==> src/rtl/instruction_fetch.sv <==
`default_nettype none
// ============================================================================
// Module   : instruction_fetch
// Brief    : Fetch stage between the instruction pointer and the decoder.
//            Issues one req/ack read at a time, presents each word to the
//            decoder over valid/ready and pulses the IP advance strobe.
// Revision : 1.0 - initial release
// ============================================================================
module instruction_fetch #(
    parameter int ADDR_WIDTH  = 32,
    parameter int INSTR_WIDTH = 32,
    parameter int INSTR_BYTES = 4
) (
    input  logic                   clk,
    input  logic                   resetEnable,
    input  logic                   fetchEnable,
    input  logic                   flush,
    input  logic [ADDR_WIDTH-1:0]  ipValue,
    output logic [ADDR_WIDTH-1:0]  ipAdjust,
    output logic                   ipUpdateEnable,
    output logic                   memReq,
    output logic [ADDR_WIDTH-1:0]  memAddr,
    input  logic                   memAck,
    input  logic [INSTR_WIDTH-1:0] memData,
    output logic                   instrValid,
    input  logic                   instrReady,
    output logic [INSTR_WIDTH-1:0] instr,
    output logic [ADDR_WIDTH-1:0]  instrAddr,
    output logic                   fault
);

    localparam int c_ALIGN_BITS = $clog2(INSTR_BYTES);

    localparam logic [2:0] c_IDLE  = 3'd0;
    localparam logic [2:0] c_FETCH = 3'd1;
    localparam logic [2:0] c_DRAIN = 3'd2;
    localparam logic [2:0] c_HOLD  = 3'd3;
    localparam logic [2:0] c_FAULT = 3'd4;

    logic [2:0]             r_state;
    logic [2:0]             w_next_state;
    logic [INSTR_WIDTH-1:0] r_instr;
    logic [ADDR_WIDTH-1:0]  r_instr_addr;
    logic [ADDR_WIDTH-1:0]  r_req_addr;
    logic                   w_misaligned;
    logic                   w_accept;

    // The IP always advances by exactly one instruction.
    assign ipAdjust  = ADDR_WIDTH'(INSTR_BYTES);
    assign instr     = r_instr;
    assign instrAddr = r_instr_addr;

    generate
        if (INSTR_BYTES > 1) begin : g_align_check
            assign w_misaligned = |ipValue[c_ALIGN_BITS-1:0];
        end else begin : g_no_align_check
            assign w_misaligned = 1'b0;
        end
    endgenerate

    // A fetched word is kept only when the ack is not overridden by a redirect.
    assign w_accept = (r_state == c_FETCH) && memAck && !flush;

    // State register.
    always_ff @(posedge clk or posedge resetEnable) begin
        if (resetEnable) begin
            r_state <= c_IDLE;
        end else begin
            r_state <= w_next_state;
        end
    end

    // Capture fetched word and its address; remember the outstanding request
    // address so a drained request keeps presenting it after the IP moves.
    always_ff @(posedge clk or posedge resetEnable) begin
        if (resetEnable) begin
            r_instr      <= '0;
            r_instr_addr <= '0;
            r_req_addr   <= '0;
        end else begin
            if (r_state == c_FETCH) begin
                r_req_addr <= ipValue;
            end
            if (w_accept) begin
                r_instr      <= memData;
                r_instr_addr <= ipValue;
            end
        end
    end

    // Next-state and handshake outputs.
    always_comb begin
        w_next_state   = r_state;
        memReq         = 1'b0;
        memAddr        = ipValue;
        ipUpdateEnable = 1'b0;
        instrValid     = 1'b0;
        fault          = 1'b0;
        case (r_state)
            c_IDLE: begin
                if (fetchEnable) begin
                    w_next_state = w_misaligned ? c_FAULT : c_FETCH;
                end
            end
            c_FETCH: begin
                memReq = 1'b1;
                if (memAck) begin
                    // Update must never coincide with flush: the IP favours update.
                    ipUpdateEnable = !flush;
                    w_next_state   = flush ? c_IDLE : c_HOLD;
                end else if (flush) begin
                    w_next_state = c_DRAIN;
                end
            end
            c_DRAIN: begin
                memReq  = 1'b1;
                memAddr = r_req_addr;
                if (memAck) begin
                    w_next_state = c_IDLE;
                end
            end
            c_HOLD: begin
                instrValid = 1'b1;
                if (instrReady || flush) begin
                    w_next_state = c_IDLE;
                end
            end
            c_FAULT: begin
                fault = 1'b1;
                if (flush) begin
                    w_next_state = c_IDLE;
                end
            end
            default: begin
                w_next_state = c_IDLE;
            end
        endcase
    end

endmodule
`default_nettype wire

==> config.mk <==
export PLATFORM = sky130hd
export DESIGN_NAME = instruction_fetch
export DESIGN_NICKNAME = d
export VERILOG_FILES = /design/src/rtl/instruction_fetch.sv
export SDC_FILE = /design/constraint.sdc
export NUM_CORES = 1
export LEC_CHECK = 0
export CAP_MARGIN = 20
export CORE_ASPECT_RATIO = 0.75
export CORE_UTILIZATION = 43
export CTS_CLUSTER_DIAMETER = 30
export DETAILED_ROUTE_END_ITERATION = 7
export PLACE_DENSITY = 0.78
export REMOVE_ABC_BUFFERS = 1
export SLEW_MARGIN = 10
export SYNTH_ARGS = -nofsm -noshare
export SYNTH_HDL_FRONTEND = slang
export SYNTH_SLANG_ARGS = --single-unit
==> constraint.sdc <==
create_clock -name clk -period 3.2 [get_ports clk]
set_input_delay 0.32 -clock clk [delete_from_list [all_inputs] [get_ports clk]]
set_output_delay 0.32 -clock clk [all_outputs]
set_load 0.01 [all_outputs]
# Word-level counts from Yosys, hierarchy flattened
# Cells that the tools add are included.
# word_totals
ff_bits	99
input_bits	70
output_inout_bits	132
elab_cells	36
# op_classes
eq_ne	9
mux	15
reduce_logical	8
# op_table
cell	n
32-bit two-way mux	1
3-bit two-way mux	7
3-bit case mux with 5 select lines	1
2-bit != test, second input constant	4
3-bit by 2-bit == test with 1-bit output, second input constant	2
1-bit two-way mux	5
5-bit AND reduction	1
2-bit OR reduction	2
3-bit by 1-bit == test with 1-bit output, second input constant	1
3-bit == test, second input constant	1
3-bit logical NOT	1
3-bit != test, second input constant	1
1-bit logical AND	2
2-bit two-way mux	1
1-bit logical NOT	1
1-bit logical OR	1

# Logic depth before layout (Yosys ltp)
# logic_depth
ltp_word	4
mapped_depth	6
depth_no_buf	4

# Worst setup path before layout
# OpenSTA, ideal clock, no wires.
# synth_path
kind	reg-to-output
startpoint	register r_state[1]
endpoint	output memAddr[15]
t_arrival_ps	1363
required_ps	2880
slack_ps	1517
stages_incl_launch_ff	5
path_buffers	1
cell_sequence	dfrtp_1 > inv_1 > nor3_4 > buf_6 > mux2_1
# synth_via
elab_chain_cells	2
# synth_lines
element	line_no	source
start: declaration	40	logic [2:0] r_state;
start signal: assignment	67	r_state <= c_IDLE;
start signal: assignment	69	r_state <= w_next_state;
3-bit by 2-bit == test with 1-bit output	99	case (r_state)
32-bit two-way mux	99	
end: declaration	22	output logic [ADDR_WIDTH-1:0] memAddr,
# Every way passes these cells.

# Worst setup path in the final report
# layout_path
startpoint	register r_state[1]
endpoint	output memAddr[4]
# The elaborated chain is that of the path after synthesis.

==> impl_metrics.csv <==
group,metric,value,unit
yosys,synth-adder-area-share,0,%
timing,setup_viol,0,
flow_run,maxCapViolations,0,
timing,skew,0.00548,ns
placed_design,dp.cells,665,
routing,wl_per_cell,15.3,µm
global_routing,grt_pass1_vias,3385,
yosys,synth-xor-area-share,0.189,%
clock_tree,ctsResizeCount,0,
setup_path,worstSetupPathType,"reg -> out",
timing,setup_tns,0,ns
placed_design,gp_congestion,0.738,
routing,drc,0,
setup_path,required,2.88,ns
placed_design,place_area,6320,µm²
floorplanning,start_util,44.8,%
yosys,synth_seq_area_share,53.4,%
setup_path,path_max_fanout,20,
clock_tree,cts_root_buffer,"clkbuf_16",
clock_tree,clockBufferDepth,2,
cells_and_area,design_area,6660,µm²
hold_path,hp-class,"in -> async",
floorplanning,die_y,92.0,µm
clock_tree,cts_hold_buf,0,
global_routing,grt_first_pass_wirelength,17.2,mm
floorplanning,die-area,11200,µm²
yosys,synthMuxAreaShare,26.4,%
yosys,yosysWarnings,0,
placed_design,io_buffers,169,
placed_design,dp_worst_setup_slack,0.974,ns
timing,fin_crit_sh,80.8,%
timing,slew_headroom,60.9,%
global_routing,grt-ovfl-total,0,
pwr,power.total,6.39,mW
setup_path,critPathCaptureType,"output pin",
floorplanning,num_rows,32,
timing,max_freq,387,MHz
cells_and_area,area.growth.synth_to_final,43.4,%
timing,rsz0062_at_grt,"false",
floorplanning,die_w,122,µm
routing,avgViaCountPerCell,4.69,
setup_path,startpoint_type,"flip-flop",
pwr,p_per_area,960,nW/µm²
global_routing,grt_start_max_net_pins,54,
cells_and_area,diodes,0,
routing,antenna_left,0,
yosys,synthSimpleGateAreaFrac,10.5,%
floorplanning,core_area,10400,µm²
cells_and_area,nets,610,
yosys,syn_inst,372,
setup_path,cp_data_arrival_time,2.26,ns
yosys,syn-mean-instance-area,12.5,µm²
routing,wirelength,10.4,mm
timing,slew_viol_final,0,
placed_design,dp_hpwl,7.43,mm
pwr,ir_drop,0.447,mV
yosys,synth_top_family_by_area,"multiplexers",
global_routing,grt_usage,20.0,%
routing,vias,3188,
clock_tree,path_clk_slew,0.06,ns
timing,tightestPinTransition,0.586,ns
clock_tree,cts_tree,"built",
floorplanning,ioPinCount,202,
timing,period_needed,2.58,ns
cells_and_area,final_cells,680,
yosys,synth_area,4640,µm²
clock_tree,postCtsSetupRepairBufs,0,
global_routing,antenna_found_initial,0,
routing,first_pass_iters,4,
yosys,ys_seq_elements,99,
timing,finalHoldViolations,0,
yosys,synth_cell_types,27,
clock_tree,cts_buffers,9,
clock_tree,clock_latency,0.33,ns
run_status,status,"finished, final reports clean",
yosys,synth-compound-area-share,1.08,%
cells_and_area,drive_gt1_share,22.4,%
routing,drt_iter0_drc,145,
pwr,leakagePower,3.11,nW
timing,worst_slack,0.615,ns
clock_tree,clock_sinks,99,
clock_tree,htreeDepth,3,
-- cell type report --
| type | instances | area, µm² |
|---|---|---|
| Clock inverter | 5 | 103 |
| Sequential cell | 99 | 2480 |
| Timing Repair Buffer | 177 | 1760 |
| Tap cell | 136 | 170 |
| Inverter | 3 | 13.8 |
| Clock buffer | 10 | 229 |
| Multi-Input combinational cell | 250 | 1900 |
| Fill cell | 809 | 3710 |
-- critical path: stages, from the launching register on --
cell and delay, ns:
dfrtp_1 0.45, inv_1 0.13, nor3_4 0.18, buf_4 0.30, mux2_2 0.38, clkdlybuf4s50_1 0.48
-- report_power, final --
group	internal, mW	switching [mW]
clock network	0.758	0.443
registers	1.88	0.372
logic	1.76	1.17
total	4.40	1.99
-- synthesized netlist by cell type --
master,count,area (µm²)
dfrtp_1,99,2480
nand2_1,97,364
mux2_2,56,631
mux2_4,38,571
buf_4,32,240
buf_6,8,90.1
buf_2,6,30.0
nor2_1,4,15.0
inv_1,3,11.3
nor3b_1,3,22.5
o21ai_0,3,15.0
a21oi_1,2,10.0
and2_1,2,12.5
buf_1,2,7.51
clkbuf_1,2,7.51
conb_1,2,7.51
mux2_1,2,22.5
nor2b_1,2,12.5
a41oi_1,1,8.76
nand3b_1,1,7.51
nand4b_2,1,15.0
nor2_4,1,11.3
nor3_1,1,5.00
nor3_4,1,16.3
o311ai_2,1,16.3
or2_2,1,6.26
xnor2_1,1,8.76
-- final timing paths --
| kind | endpoint | slack [ns] | start | cells past startpoint |
|---|---|---|---|---|
| min reg2reg | r_req_addr[27]$_DFFE_PP0N_ | 0.47 | r_req_addr[27]$_DFFE_PP0N_ | 2 |
| min | instr[18]$_DFFE_PP0P_ | 0.41 | resetEnable | 2 |
| max | memAddr[4] | 0.62 | r_state[1]$_DFFE_PP0P_ | 5 |
| min in group clk | r_req_addr[27]$_DFFE_PP0N_ | 0.47 | r_req_addr[27]$_DFFE_PP0N_ | 2 |
| max reg2reg | instr[10]$_DFFE_PP0P_ | 1.40 | r_state[2]$_DFFE_PP0P_ | 4 |
| max in group asynchronous | r_req_addr[14]$_DFFE_PP0N_ | 2.09 | resetEnable | 3 |
-- placed cells by master, fill, tap and decap left out, types with 4 or more instances in the layout --
cell type and count:
clkdlybuf4s50_1 169, mux2_4 38, buf_4 7, mux2_2 56, clkbuf_16 9, nand2_1 97
dfrtp_1 99, conb_1 32, nor2_1 4
-- metrics by stage --
stage          hold slack, ns  utilization, %
2_1_floorplan           0.425               -
3_3_place_gp            0.453            61.0
3_5_place_dp            0.456            61.0
4_1_cts                 0.420            64.2
5_1_grt                 0.462            64.2
6_report                0.407            64.2
-- metal layers --
metal  GRT usage (%)  wire (µm)  part of all wire (%)
met1            26.5       4630                    44
met2            32.1       4970                    48
met3            5.91        714                   6.9
met4            4.53         95                  0.91
met5               0          0                     0
-- sequential cells by signal, summed over array words and instances, names as in the netlist --
name	flops
r_req_addr	32
instr	32
r_state	3
instrAddr	32
-- logic make-up after synthesis --
family	after synthesis
and+or+nand+nor	114
DFF	99
muxes	96
buffers and inverters	53
AOI/OAI and AO/OA	7
other	2
xor gates and xnor gates	1
Note: power is estimated with default switching activity, not from simulation.
